## config.mk

```make
export PLATFORM = sky130hd
export DESIGN_NAME = fsk_byte_framer
export DESIGN_NICKNAME = d
export VERILOG_FILES = /design/src/rtl/fsk_pkg.sv /design/src/rtl/fsk_bit_timer.sv /design/src/rtl/fsk_byte_framer.sv
export SDC_FILE = /design/constraint.sdc
export NUM_CORES = 1
export LEC_CHECK = 0
export ABC_CLOCK_PERIOD_IN_PS = 4400
export CORE_UTILIZATION = 39
export DETAILED_ROUTE_END_ITERATION = 8
export HOLD_SLACK_MARGIN = 0.02
export PLACE_DENSITY = 0.72
export SLEW_MARGIN = 20
export SYNTH_ARGS = -nofsm -noshare
export SYNTH_HDL_FRONTEND = slang
export SYNTH_SLANG_ARGS = --single-unit
```

## constraint.sdc

```tcl
create_clock -name clk -period 4.4 [get_ports clk]
set_clock_uncertainty 0.1 [all_clocks]
set_input_delay 1.32 -clock clk [delete_from_list [all_inputs] [get_ports clk]]
set_output_delay 1.32 -clock clk [all_outputs]
set_load 0.01 [all_outputs]
```

## src/rtl/fsk_pkg.sv

```systemverilog
// Shared types and helpers for the FSK byte framer: state encoding, default tone
// steps and bit-period sizing.
package fsk_pkg;

    typedef enum logic [1:0] {
        ST_IDLE  = 2'd0,
        ST_START = 2'd1,
        ST_DATA  = 2'd2,
        ST_STOP  = 2'd3
    } state_t;

    localparam logic [11:0] STEP_MARK_DEF  = 12'd40;
    localparam logic [11:0] STEP_SPACE_DEF = 12'd20;

    function automatic int fsk_div(input int clk_hz, input int bit_hz);
        return clk_hz / bit_hz;
    endfunction

    // A one-bit counter is the floor so DIV=2 still gets a usable register.
    function automatic int fsk_cnt_w(input int div);
        return (div <= 2) ? 1 : $clog2(div);
    endfunction

endpackage

```

## src/rtl/fsk_bit_timer.sv

```systemverilog
// Bit-period prescaler: counts 0..DIV-1 and flags the first and last clock of each
// bit. Held at zero while clear is high so every bit starts from a fresh count.
module fsk_bit_timer #(
    parameter int DIV = 10,
    parameter int CW  = 4
) (
    input  logic clk,
    input  logic reset,
    input  logic clear,
    output logic tick_first,
    output logic tick_last
);

    localparam logic [CW-1:0] LAST = CW'(DIV - 1);

    logic [CW-1:0] r_cnt;

    // Wrapping on the terminal count restarts the count at the entry of the next bit.
    always_ff @(posedge clk) begin
        if (reset || clear)
            r_cnt <= '0;
        else if (r_cnt == LAST)
            r_cnt <= '0;
        else
            r_cnt <= r_cnt + 1'b1;
    end

    assign tick_first = (r_cnt == '0);
    assign tick_last  = (r_cnt == LAST);

endmodule

```

## src/rtl/fsk_byte_framer.sv

```systemverilog
// Pops bytes from a FWFT UART FIFO and sends each as start, 8 data bits LSB first and
// stop, mapping the line bit to a mark/space tone step for the sine generator.
module fsk_byte_framer
    import fsk_pkg::*;
#(
    parameter int          CLK_HZ     = 50_000_000,
    parameter int          BIT_HZ     = 1_000,
    parameter logic [11:0] STEP_MARK  = STEP_MARK_DEF,
    parameter logic [11:0] STEP_SPACE = STEP_SPACE_DEF
) (
    input  logic        clk,
    input  logic        reset,
    input  logic        enable,
    input  logic        rx_empty,
    input  logic [7:0]  r_data,
    output logic        rd_uart,
    output logic [11:0] select,
    output logic        tx_bit,
    output logic        bit_strobe,
    output logic        busy
);

    localparam int DIV = fsk_div(CLK_HZ, BIT_HZ);
    localparam int CW  = fsk_cnt_w(DIV);

    state_t      r_state, w_state_nxt;
    logic [7:0]  r_shreg, w_shreg_nxt;
    logic [2:0]  r_idx, w_idx_nxt;
    logic        r_tx_bit, w_tx_nxt;
    logic [11:0] r_select;
    logic        w_pop, w_tick_first, w_tick_last, w_clear;

    assign w_clear = (r_state == ST_IDLE);

    fsk_bit_timer #(.DIV(DIV), .CW(CW)) u_timer (
        .clk        (clk),
        .reset      (reset),
        .clear      (w_clear),
        .tick_first (w_tick_first),
        .tick_last  (w_tick_last)
    );

    always_comb begin
        w_state_nxt = r_state;
        w_shreg_nxt = r_shreg;
        w_idx_nxt   = r_idx;
        w_pop       = 1'b0;
        case (r_state)
            ST_IDLE: begin
                if (enable && !rx_empty) begin
                    w_pop       = 1'b1;
                    w_shreg_nxt = r_data;
                    w_idx_nxt   = 3'd0;
                    w_state_nxt = ST_START;
                end
            end
            ST_START: begin
                if (w_tick_last) begin
                    w_idx_nxt   = 3'd0;
                    w_state_nxt = ST_DATA;
                end
            end
            ST_DATA: begin
                if (w_tick_last) begin
                    w_shreg_nxt = {1'b0, r_shreg[7:1]};
                    if (r_idx == 3'd7)
                        w_state_nxt = ST_STOP;
                    else
                        w_idx_nxt = r_idx + 3'd1;
                end
            end
            ST_STOP: begin
                if (w_tick_last)
                    w_state_nxt = ST_IDLE;
            end
            default: w_state_nxt = ST_IDLE;
        endcase

        // Line bit is computed for the upcoming state so tx_bit/select align with it.
        case (w_state_nxt)
            ST_START: w_tx_nxt = 1'b0;
            ST_DATA:  w_tx_nxt = w_shreg_nxt[0];
            default:  w_tx_nxt = 1'b1;
        endcase
    end

    always_ff @(posedge clk) begin
        if (reset) begin
            r_state  <= ST_IDLE;
            r_idx    <= 3'd0;
            r_tx_bit <= 1'b1;
            r_select <= STEP_MARK;
        end else begin
            r_state  <= w_state_nxt;
            r_idx    <= w_idx_nxt;
            r_tx_bit <= w_tx_nxt;
            r_select <= w_tx_nxt ? STEP_MARK : STEP_SPACE;
        end
    end

    always_ff @(posedge clk) begin
        r_shreg <= w_shreg_nxt;
    end

    assign rd_uart    = w_pop && !reset;
    assign select     = r_select;
    assign tx_bit     = r_tx_bit;
    assign busy       = (r_state != ST_IDLE);
    assign bit_strobe = busy && w_tick_first;

endmodule

```

======== Word-level counts from Yosys, hierarchy flattened ========
Index checks and enable logic that the tools add are counted.
operators by class
  add/sub/neg operators ................... 2
  eq/ne operators ......................... 11
  multiplexer cells ....................... 18
  reduce and logical (&&, ||, !) cells .... 14
operator list
  operator                 number
  $add A16 B1 Y16 const B  1
  $eq A16 B16 Y1 const B   1
  $logic_not A16 Y1        1
  $mux W8                  2
  $pmux W8 S2              1
  $mux W3                  4
  $mux W2                  5
  $pmux W3 S3              1
  $pmux W2 S4              1
  $eq A2 B2 Y1 const B     3
  $mux W6                  1
  $reduce_and A5 Y1        1
  $eq A2 B1 Y1 const B     2
  $ne A2 B1 Y1 const B     2
  $ne A2 B2 Y1 const B     2
  $reduce_bool A2 Y1       2
  $add A3 B1 Y3 const B    1
  $eq A3 B3 Y1 const B     1
  $logic_and A1 B1 Y1      3
  $reduce_and A3 Y1        1
  $reduce_bool A3 Y1       1
  $logic_not A1 Y1         2
  $logic_not A2 Y1         1
  $mux W1                  2
  3 further kinds          3
word-level totals
  register bits after elaboration ......... 42
  logic and storage cells ................. 52

======== Logic depth before layout (Yosys ltp) ========
Gate-level depths: netlist of run 1.
  word-level depth ........................ 7
  depth in mapped cells ................... 7
  depth with buffers taken out ............ 7

======== Hierarchy ========
A second synthesis of run 1 with hierarchy kept.
unflattened totals
  cell total of the unflattened synthesis .. 170
  area total of the unflattened synthesis .. 1630.3 um^2
by module, submodules not included
  module           times used  cells each  area each (um^2)  seq. area each (um^2)
  fsk_byte_framer  1           79          848.3             370.4
  fsk_bit_timer    1           91          782.0             320.3

======== Worst setup path after synthesis of run 1 ========
OpenSTA, ideal clock, no wires.
  path kind ............................... input to output
  start point ............................. input reset
  end point ............................... output rd_uart
  data arrival time ....................... 1.814 ns
  required time ........................... 2.980 ns
  slack ................................... 1.166 ns
  stages on the path ...................... 2
  cells stage by stage .................... clkbuf_1 nor3_1
on the way
  word-level cells in the longest chain between the ends .. 2
ends and longest elaborated chain
  element              RTL line                text
  from (decl)          fsk_byte_framer.sv:12   input logic reset,
  $logic_not A1 Y1     fsk_byte_framer.sv:105  assign rd_uart = w_pop && !reset;
  $logic_and A1 B1 Y1  fsk_byte_framer.sv:105
  to (decl)            fsk_byte_framer.sv:16   output logic rd_uart,
No other way between the ends.

======== Worst setup path in the final report of run 1 ========
  start point ............................. input rx_empty
  end point ............................... output rd_uart
on the way
  word-level cells in the longest chain between the ends .. 5
ends and longest elaborated chain
  element              RTL line                text
  from (decl)          fsk_byte_framer.sv:14   input logic rx_empty,
  $logic_not A1 Y1     fsk_byte_framer.sv:50   if (enable && !rx_empty) begin
  $logic_and A1 B1 Y1  fsk_byte_framer.sv:50
  $mux W1              fsk_byte_framer.sv:50
  $mux W1              fsk_byte_framer.sv:48   case (r_state)
  $logic_and A1 B1 Y1  fsk_byte_framer.sv:105
No other way between the ends.

==> summary.md, run 1 <==
- run status: complete, no violations
- static leakage: 0.000652 uW
- proportion of synthesized chip area in sequential cells: 0.452
- number of filler cells placed in the layout: 364
- Critical Path AT: 2630 ps
- Cell Rows: 22
- overall track demand over capacity in global routing: 0.148
- type of the worst setup path: in -> out
- top post-synthesis cells by area: sky130_fd_sc_hd__dfxtp_1, sky130_fd_sc_hd__edfxtp_1, sky130_fd_sc_hd__buf_4
- path depth of the worst reg2reg path: 5
- count of distinct cell types in the synthesized netlist: 38
- total of cells resized after clock tree synthesis: 0
- worst-case setup margin in the final layout: 349 ps
- synthesized area divided by synthesized cell count: 9.38 sq um
- Antenna Diode Count: 0
- post-DR vias/cell: 5.05
- WHS Endpoint: r_shreg[0]
- Synth Area in Compound Gates: 0.119
- startpoint of the worst register-to-register path: u_timer.r_cnt[10]
- clk_lat worst skew: 280 ps
- total global routing overflow: 0
- most repeated cell in the gate-level netlist after synthesis: sky130_fd_sc_hd__dfxtp_1
- final sum of negative setup slack: 0 ps
- unrepaired setup endpoints after global routing: no
- multiplexer area fraction after synthesis: 0.00736
- vias in the first global route: 1058
- max_slew headroom: 0.564
- number of enable flip-flop cells after synthesis: 7
- vias after detailed routing: 1162
- Final Wtd Congestion: 0.738
- post-detailed-route DRC marker count: 0
- total clock buffers created by CTS: 5
- cells after synthesis: 163
- overall power consumption: 559 uW
- placed inst area: 0.00171 sq mm
- list of most frequent post-synthesis cells: sky130_fd_sc_hd__dfxtp_1, sky130_fd_sc_hd__nor2_1, sky130_fd_sc_hd__buf_4, sky130_fd_sc_hd__inv_1, sky130_fd_sc_hd__nand2_1
- area share of fa/ha/maj cells after synthesis: 0.0327
- DP HPWL: 1910 um
- actual slew at the worst max-slew pin: 637 ps
- worst hold path cell count: 2
- FF+latch area: 691 sq um
- xor and xnor fraction of the mapped netlist area: 0.0687
- Placeable Area: 0.00372 sq mm
- area share of the largest cell type after synthesis: 0.314
- final clock period utilization by the worst path: 0.921
- number of violations of the max-capacitance limit: 0
- largest buffer count on any clock path: 2
- post-route core utilization: 0.482
- fraction of final layout cells with drive strength greater than 1: 0.0769
- most used flip-flop cell after synthesis: sky130_fd_sc_hd__dfxtp_1
- Die Ht: 64.6 um
- worst setup slack before clock tree synthesis: 331 ps
- initial antenna violation count: 0
- pin count of the biggest net entering global routing: 17
- power density cells: 312 mW/mm^2
- Max Transition Viols Final: 0
- IO Port Bufs: 19
- remaining antenna violation count after routing: 0
- min-delay worst type: reg -> reg
- synthesis warning total: 0
- clock transition at the registers of the reported paths: 60 ps
- Yosys top cell by area: sky130_fd_sc_hd__dfxtp_1
- Die W: 64.6 um
- number of buffers inserted for hold repair after clock tree synthesis: 0
- number of setup violations in the final report: 0
- Final Hold Fails: 0
- # IOs: 28
- cell area after layout: 0.00179 sq mm
- capture instance of the worst register-to-register path: select[4]
- post-layout minimum cycle time: 4050 ps
- area used by multi-input combinational logic: 716 sq um
- number of H-tree branching levels: 2
- cell area after synthesis: 0.00153 sq mm
- relative area change from synthesis to final layout: 17.1%
- #FFs+latches synth: 31
- Startpoint Class: input pin
- first-pass GRT wire length: 4550 um
- first-pass iteration count of the detailed router: 4
- TritonCTS clock tree: done
- fraction of registers with async set or reset after synthesis: 0
- Total Nets Final: 197
- FMAX: 0.247 GHz
- post-synthesis share of cell area spent on and, or, nand and nor gates: 0.221
- number of sinks driven by the clock tree: 31
- Worst IR Drop VDD: 141 uV
- routed wire length: 2740 um
- Initial Util: 0.411
- number of DRC markers after the initial detailed-route iteration: 40
- root buffer selected by CTS: sky130_fd_sc_hd__clkbuf_8
- required time reported for the critical path endpoint: 2980 ps
- number of buffers inserted to repair setup after CTS: 0
- CP Capture Type: primary output
- largest family of logic cells by synthesized area: simple AND/OR/NAND/NOR gates
- critical path peak fanout: 4
- critical hold path startpoint: r_shreg[0]
- slack of the worst reg-to-reg path: 1770 ps
- routed length per instance: 11.9 um
- die area: 0.00418 sq mm
state kept, by name, summed over array words and instances, names as in the netlist:
signal and count:
r_state 2, u_timer.r_cnt 16, select 2, r_idx 3, r_shreg 8
through the flow:
stage          instances  hold slack (ps)
2_1_floorplan        170              337
3_3_place_gp         222              358
3_5_place_dp         222              363
4_1_cts              230              379
5_1_grt              230              402
6_report             230              371
report_power, final:
group | leakage, uW | total, uW | internal [uW] | switching [uW]
combinational | 0.000349 | 48.5 | 25.9 | 22.5
clock | 0.0000426 | 209 | 108 | 100
sequential | 0.000261 | 302 | 298 | 3.76
total | 0.000652 | 559 | 433 | 126
placed cells by master (no fill, tap or decap), types with 2 or more instances in the layout:
| cell | synthesis | final |
|---|---|---|
| sky130_fd_sc_hd__clkbuf_8 | 0 | 5 |
| sky130_fd_sc_hd__a31oi_1 | 2 | 2 |
| sky130_fd_sc_hd__o21ai_0 | 3 | 3 |
| sky130_fd_sc_hd__xor2_1 | 7 | 7 |
| sky130_fd_sc_hd__and4_1 | 2 | 2 |
| sky130_fd_sc_hd__nand4_1 | 6 | 6 |
| sky130_fd_sc_hd__ha_1 | 4 | 4 |
| sky130_fd_sc_hd__buf_4 | 12 | 2 |
| sky130_fd_sc_hd__nor2_1 | 20 | 20 |
| sky130_fd_sc_hd__a22o_1 | 6 | 6 |
| sky130_fd_sc_hd__a21oi_1 | 5 | 5 |
| sky130_fd_sc_hd__nor2b_1 | 2 | 2 |
| sky130_fd_sc_hd__a32oi_1 | 2 | 2 |
| sky130_fd_sc_hd__inv_1 | 10 | 10 |
| sky130_fd_sc_hd__nand2_1 | 10 | 10 |
| sky130_fd_sc_hd__nor3_1 | 5 | 5 |
| sky130_fd_sc_hd__xnor2_1 | 5 | 5 |
| sky130_fd_sc_hd__or3_1 | 6 | 6 |
| sky130_fd_sc_hd__nand3_1 | 2 | 2 |
| sky130_fd_sc_hd__clkdlybuf4s50_1 | 0 | 19 |
| sky130_fd_sc_hd__conb_1 | 1 | 8 |
| sky130_fd_sc_hd__and3_1 | 4 | 4 |
| sky130_fd_sc_hd__dfxtp_1 | 24 | 24 |
| sky130_fd_sc_hd__edfxtp_1 | 7 | 7 |
how the worst max path moves through the flow:
stage                   from  slack (ps)  cells after the start  endpoint
floorplan              reset        1170                      2   rd_uart
global route        rx_empty         260                      4   rd_uart
detailed placement  rx_empty         330                      4   rd_uart
CTS                 rx_empty         330                      4   rd_uart
global placement    rx_empty         390                      4   rd_uart
finish              rx_empty         350                      4   rd_uart
cell type report:
cell class / instances / share of cell area
multi-input cells: 112 / 0.400
flip-flops and latches: 31 / 0.386
repair buffers: 21 / 0.115
clock buffers: 6 / 0.0405
well taps: 48 / 0.0335
inverters: 10 / 0.0210
clock inverters: 2 / 0.00489
critical path: stages:
cell                              delay [ps]
sky130_fd_sc_hd__clkdlybuf4s50_1         390
sky130_fd_sc_hd__nand2b_1                180
sky130_fd_sc_hd__nor3_1                  160
sky130_fd_sc_hd__clkdlybuf4s50_1         580
layer usage:
metal | track usage | vias to the layer above | routed length, um
met2 | 0.234 | 30 | 1250
met5 | 0 | - | 0
met1 | 0.167 | 539 | 1280
met3 | 0.0651 | 7 | 158
li1 | - | 586 | -
met4 | 0.0750 | 0 | 57
cell families after synthesis:
family	after synthesis
AO/OA/AOI/OAI	24
multiplexers	1
AND/OR/NAND/NOR	63
adder cells (fa/ha/maj)	4
flip-flops	31
XOR/XNOR	12
other	1
buffers and inverters	27
(Power assumes the default switching activity.)
==> run 2: changes to the inputs <==
--- a/config.mk
+++ b/config.mk
@@ -13,4 +13,5 @@
 export SLEW_MARGIN = 20
 export SYNTH_ARGS = -nofsm -noshare
 export SYNTH_HDL_FRONTEND = slang
+export SYNTH_HIERARCHICAL = 1
 export SYNTH_SLANG_ARGS = --single-unit
==> run 2 against run 1 <==
Effect of this change: core utilization shrank 0.36 points; cell area rose by 6.8%; combinational power is 8.0% higher; first-iteration DRC count is 73% higher; sequential power hardly changed; register-to-register slack better by 220 ps; critical path depth stayed put; power rose by 11%; worst setup slack worse by 190 ps; global-route usage fell by 0.28 points; flip-flop and latch count stayed put; largest power group unchanged.
==> summary.md, run 2 <==
- Yosys top cell by area: sky130_fd_sc_hd__dfxtp_1
- Die Ht: 66.7 um, +3.2%
- worst-case setup margin in the final layout: 161 ps, -188 ps
- Critical Path AT: 2820 ps, +190 ps
- post-route core utilization: 0.478, -0.00356
- required time reported for the critical path endpoint: 2980 ps, about the same
- capture instance of the worst register-to-register path: r_shreg[7]
- root buffer selected by CTS: sky130_fd_sc_hd__clkbuf_8
- number of violations of the max-capacitance limit: 0, unchanged
- die area: 0.00444 sq mm, +6.4%
- overall power consumption: 622 uW, +11%
- synthesis warning total: 6, +6
- max FFs per register: 16, unchanged
- max_slew headroom: 0.414, -0.150
- Worst IR Drop VDD: 229 uV, +63%
- initial antenna violation count: 0, unchanged
- TritonCTS clock tree: done
- pin count of the biggest net entering global routing: 17, unchanged
- routed length per instance: 12.3 um, +3.1%
- FF+latch area: 691 sq um, unchanged
- CP Capture Type: primary output
- Antenna Diode Count: 0, unchanged
- Cell Rows: 23, +4.5%
- cells after synthesis: 170, +4.3%
- relative area change from synthesis to final layout: 17.3%
- actual slew at the worst max-slew pin: 875 ps, +238 ps
- area used by multi-input combinational logic: 803 sq um, +12%
- Final Hold Fails: 0, unchanged
- IO Port Bufs: 19, unchanged
- number of H-tree branching levels: 2, unchanged
- number of setup violations in the final report: 0, unchanged
- fraction of registers with async set or reset after synthesis: 0, unchanged
- largest buffer count on any clock path: 2, unchanged
- total of cells resized after clock tree synthesis: 1, +1
- register with the highest flop count: u_timer/r_cnt
- Setup crit start: rx_empty
- synthesized area divided by synthesized cell count: 9.59 sq um, +2.2%
- proportion of synthesized chip area in sequential cells: 0.424, -0.0281
- count of distinct cell types in the synthesized netlist: 46, +21%
- worst hold margin: 377 ps, +5.28 ps
- Initial Util: 0.408, -0.00388
- number of buffers inserted for hold repair after clock tree synthesis: 0, unchanged
- end point of the critical path: rd_uart
- Die W: 66.7 um, +3.2%
- first-pass iteration count of the detailed router: 4, unchanged
- vias after detailed routing: 1250, +7.6%
- number of enable flip-flop cells after synthesis: 7, unchanged
- Regs by FF count: u_timer/r_cnt x16, r_shreg x8, r_idx x3
- cell area after synthesis: 0.00163 sq mm, +6.6%
- total global routing overflow: 0, unchanged
- post-DR vias/cell: 5.21, +3.1%
- min-delay worst type: reg -> reg
- #FFs+latches synth: 31, unchanged
- remaining antenna violation count after routing: 0, unchanged
- post-layout minimum cycle time: 4240 ps, +188 ps
- final sum of negative setup slack: 0 ps, unchanged
- number of filler cells placed in the layout: 393, +8.0%
- worst hold path cell count: 2, unchanged
- # IOs: 28, unchanged
- path depth of the worst reg2reg path: 6, +1
- clk_lat worst skew: 280 ps, about the same
- startpoint of the worst register-to-register path: u_timer/r_cnt[7]
- Startpoint Class: input pin
- DP HPWL: 2100 um, +9.7%
- power density cells: 325 mW/mm^2, +4.2%
- top library cells by usage in the layout, fill and taps aside: sky130_fd_sc_hd__dfxtp_1, sky130_fd_sc_hd__nor2_1, sky130_fd_sc_hd__clkdlybuf4s50_1
- unrepaired setup endpoints after global routing: no
- type of the worst setup path: in -> out
- most used flip-flop cell after synthesis: sky130_fd_sc_hd__dfxtp_1
- first-pass GRT wire length: 4860 um, +7.0%
- most common library cell in the layout ignoring fill and taps: sky130_fd_sc_hd__dfxtp_1
- Max Transition Viols Final: 0, unchanged
- top post-synthesis cells by area: sky130_fd_sc_hd__dfxtp_1, sky130_fd_sc_hd__edfxtp_1, sky130_fd_sc_hd__buf_4
- Final Wtd Congestion: 0.739, about the same
- FMAX: 0.236 GHz, -4.4%
- Placeable Area: 0.00400 sq mm, +7.6%
- clock transition at the registers of the reported paths: 60 ps, about the same
- area share of the largest cell type after synthesis: 0.295, -0.0195
- number of DRC markers after the initial detailed-route iteration: 69, +73%
- final clock period utilization by the worst path: 0.963, +0.0427
- number of sinks driven by the clock tree: 31, unchanged
- worst setup slack before clock tree synthesis: -104 ps, -435 ps
- routed wire length: 2950 um, +7.6%
- critical path peak fanout: 2, -2
- post-detailed-route DRC marker count: 0, unchanged
- vias in the first global route: 1086, +2.6%
- overall track demand over capacity in global routing: 0.145, -0.00279
- total clock buffers created by CTS: 5, unchanged
- fraction of final layout cells with drive strength greater than 1: 0.121, +0.0441
- list of most frequent post-synthesis cells: sky130_fd_sc_hd__dfxtp_1, sky130_fd_sc_hd__nor2_1, sky130_fd_sc_hd__buf_4
- most repeated cell in the gate-level netlist after synthesis: sky130_fd_sc_hd__dfxtp_1
- number of buffers inserted to repair setup after CTS: 0, unchanged
- Total Nets Final: 205, +4.1%
- run status: complete, no violations
- static leakage: 0.000692 uW, +6.2%
- slack of the worst reg-to-reg path: 1990 ps, +220 ps
run 2: kinds of logic (layout without fill, tap and decap cells):
| logic type | after synthesis | in the layout | share of synthesized area |
|---|---|---|---|
| AO/OA/AOI/OAI | 26 | 26 | 0.129 |
| XOR/XNOR | 11 | 11 | 0.0591 |
| adder cells (fa/ha/maj) | 4 | 4 | 0.0307 |
| buffers and inverters | 26 | 39 | 0.0998 |
| flip-flops | 31 | 31 | 0.424 |
| other | 1 | 8 | 0.00230 |
| AND/OR/NAND/NOR | 71 | 71 | 0.256 |
run 2: critical path: stages:
cell                              delay (ps)
sky130_fd_sc_hd__clkdlybuf4s50_1         420
sky130_fd_sc_hd__or4b_2                  690
sky130_fd_sc_hd__nor2_1                  110
sky130_fd_sc_hd__dlygate4sd2_1           270
run 2: worst min-delay path by stage:
stage,from,slack [ps],endpoint
finish,r_idx[1],380,r_idx[1]
global route,r_idx[2],410,r_idx[2]
CTS,r_idx[1],380,r_idx[1]
detailed placement,r_idx[1],370,r_idx[1]
global placement,r_idx[1],370,r_idx[1]
floorplan,r_idx[1],350,r_idx[1]
run 2: through the flow:
step,cells,cell area (sq um)
after floorplan,177,1660
after global placement,232,1810
after detailed placement,232,1810
after CTS,240,1910
after global routing,240,1910
final,240,1910
run 2: power breakdown:
group	switching, uW	internal, uW
Combinational	23.8	28.7
Clock	102	165
Sequential	4.44	298
Total	130	493
run 2: area by class of cell:
class / instances / area share
Clock buffer: 5 / 0.0360
Clock inverter: 3 / 0.0203
Multi-Input combinational cell: 120 / 0.420
Tap cell: 50 / 0.0327
Timing Repair Buffer: 23 / 0.114
Sequential cell: 31 / 0.361
Inverter: 8 / 0.0157
run 2: metal layers:
layer | vias up | part of all wire | GRT usage | routed length [um]
li1 | 630 | - | - | -
met1 | 587 | 0.47 | 0.186 | 1400
met2 | 29 | 0.47 | 0.231 | 1390
met3 | 4 | 0.047 | 0.0462 | 140
met4 | 0 | 0.0071 | 0.0399 | 21
met5 | - | 0 | 0 | 0
==> run 3: changes to the inputs <==
--- a/config.mk
+++ b/config.mk
@@ -7,6 +7,7 @@
 export LEC_CHECK = 0
 export ABC_CLOCK_PERIOD_IN_PS = 4400
 export CORE_UTILIZATION = 39
+export CTS_BUF_LIST = sky130_fd_sc_hd__clkbuf_2
 export DETAILED_ROUTE_END_ITERATION = 8
 export HOLD_SLACK_MARGIN = 0.02
 export PLACE_DENSITY = 0.72
==> run 3 against run 2 <==
Effect of this change: core utilization decreased by 1.1 points; power decreased by 12%; die area unchanged; cell count unchanged; worst setup slack unchanged; sequential power about the same; largest cell class unchanged.
==> summary.md, run 3 (synthesis results as in run 2) <==
- number of DRC markers after the initial detailed-route iteration: 84, +22%
- most common library cell in the layout ignoring fill and taps: sky130_fd_sc_hd__dfxtp_1
- Cell Rows: 23, unchanged
- total global routing overflow: 0, unchanged
- actual slew at the worst max-slew pin: 885 ps, +9.46 ps
- root buffer selected by CTS: sky130_fd_sc_hd__clkbuf_2
- Worst IR Drop VDD: 202 uV, -12%
- fraction of final layout cells with drive strength greater than 1: 0.121, unchanged
- register share of total power: 0.556, +0.070
- first-pass iteration count of the detailed router: 4, unchanged
- relative area change from synthesis to final layout: 14.7%
- number of H-tree branching levels: 2, unchanged
- Final Wtd Congestion: 0.739, unchanged
- worst-case setup margin in the final layout: 161 ps, unchanged
- max_slew headroom: 0.408, -0.00633
- clock network power share: 0.348, -0.081
- Max Transition Viols Final: 0, unchanged
- final cell count without fillers: 240, unchanged
- IO Port Bufs: 19, unchanged
- number of violations of the max-capacitance limit: 0, unchanged
- initial antenna violation count: 0, unchanged
- Regs by FF count: u_timer/r_cnt x16, r_shreg x8, r_idx x3
- FMAX: 0.236 GHz, unchanged
- remaining antenna violation count after routing: 0, unchanged
- number of sinks driven by the clock tree: 31, unchanged
- register with the highest flop count: u_timer/r_cnt
- # IOs: 28, unchanged
- DP Cell Count: 232, unchanged
- switching share of power: 0.228, +0.0191
- number of setup violations in the final report: 0, unchanged
- worst setup slack before clock tree synthesis: -104 ps, unchanged
- min-delay worst type: reg -> reg
- unrepaired setup endpoints after global routing: no
- worst hold margin: 386 ps, +9.86 ps
- Critical Path AT: 2820 ps, about the same
- die area: 0.00444 sq mm, unchanged
- Total Nets Final: 205, unchanged
- post-layout minimum cycle time: 4240 ps, unchanged
- Startpoint Class: input pin
- overall track demand over capacity in global routing: 0.147, +0.00216
- Die W: 66.7 um, unchanged
- Final Hold Fails: 0, unchanged
- top library cells by usage in the layout, fill and taps aside: sky130_fd_sc_hd__dfxtp_1, sky130_fd_sc_hd__nor2_1, sky130_fd_sc_hd__clkdlybuf4s50_1
- run status: complete, no violations
- vias in the first global route: 1089, +0.28%
- Internal: 421 uW, -15%
- clk_lat worst skew: 360 ps, +80 ps
- pin count of the biggest net entering global routing: 17, unchanged
- slack of the worst reg-to-reg path: 1970 ps, -20 ps
- number of buffers inserted for hold repair after clock tree synthesis: 0, unchanged
- post-DR vias/cell: 5.14, -1.3%
- required time reported for the critical path endpoint: 2980 ps, about the same
- Antenna Diode Count: 0, unchanged
- routed length per instance: 12.4 um, +0.58%
- max FFs per register: 16, unchanged
- Sw Pwr: 124 uW, -4.5%
- Placeable Area: 0.00400 sq mm, unchanged
- number of filler cells placed in the layout: 389, -1.0%
- static leakage: 0.000677 uW, -2.2%
- CP Capture Type: primary output
- power density cells: 291 mW/mm^2, -10%
- DP HPWL: 2100 um, unchanged
- final clock period utilization by the worst path: 0.963, unchanged
- part of the power in combinational logic: 0.096, +0.012
- Initial Util: 0.408, unchanged
- post-detailed-route DRC marker count: 0, unchanged
- routed wire length: 2970 um, +0.58%
- vias after detailed routing: 1234, -1.3%
- clock transition at the registers of the reported paths: 160 ps, +100 ps
- type of the worst setup path: in -> out
- largest buffer count on any clock path: 2, unchanged
- total clock buffers created by CTS: 5, unchanged
- Die Ht: 66.7 um, unchanged
- TritonCTS clock tree: done
- first-pass GRT wire length: 4890 um, +0.43%
- critical path peak fanout: 2, unchanged
-- run 3: cell count changes in the layout (fill, tap and decap cells not counted) --
| cell | previous run | this run |
|---|---|---|
| sky130_fd_sc_hd__clkbuf_2 | 0 | 5 |
| sky130_fd_sc_hd__clkbuf_8 | 5 | 0 |
-- run 3: metrics by stage --
stage / util / power, uW / area, sq um / setup TNS [ps]
after global placement: 0.452 / 362 / 1810 / -79.6
final: 0.467 / 545 / 1870 / 0
after detailed placement: 0.452 / 362 / 1810 / -104
after CTS: 0.467 / 552 / 1870 / 0
after floorplan: - / 345 / 1660 / 0
after global routing: 0.467 / 568 / 1870 / 0
-- run 3: layout make-up --
type | count | area (sq um) | share of cell area
clock buffer | 5 | 25.0 | 0.0134
clock inverter | 3 | 38.8 | 0.0207
inverter | 8 | 30.0 | 0.0161
multi-input combinational | 120 | 803 | 0.430
sequential | 31 | 691 | 0.369
tap | 50 | 62.6 | 0.0335
timing repair buffer | 23 | 219 | 0.117
-- run 3: what timing repair did --
item	in CTS	in global routing
setup buffers	0	0
setup endpoints to repair	1	0
gates resized for setup	1	0
-- run 3: final timing paths --
check / end / cells after the start / startpoint
worst max-delay path: rd_uart / 4 / rx_empty
worst min-delay path: r_idx[1] / 2 / r_idx[1]
worst max register to register: r_shreg[7] / 6 / u_timer/r_cnt[7]
worst min register to register: r_idx[1] / 2 / r_idx[1]
-- run 3: per-layer routing --
layer  wire, um  track usage
met3        142       0.0462
met1       1420        0.186
met5          0            0
met2       1370        0.231
met4         36       0.0559
-- run 3: worst max-delay path, stage by stage --
cell and delay (ps):
sky130_fd_sc_hd__clkdlybuf4s50_1 420, sky130_fd_sc_hd__or4b_2 690, sky130_fd_sc_hd__nor2_1 110, sky130_fd_sc_hd__dlygate4sd2_1 270
-- run 3: power groups by stage --
stage	registers, uW	clock network (uW)	logic [uW]
finish	303	189	52.6
global route	305	206	57.5
CTS	303	196	53.0
detailed placement	309	0	53.0
global placement	309	0	52.7
floorplan	308	0	37.0
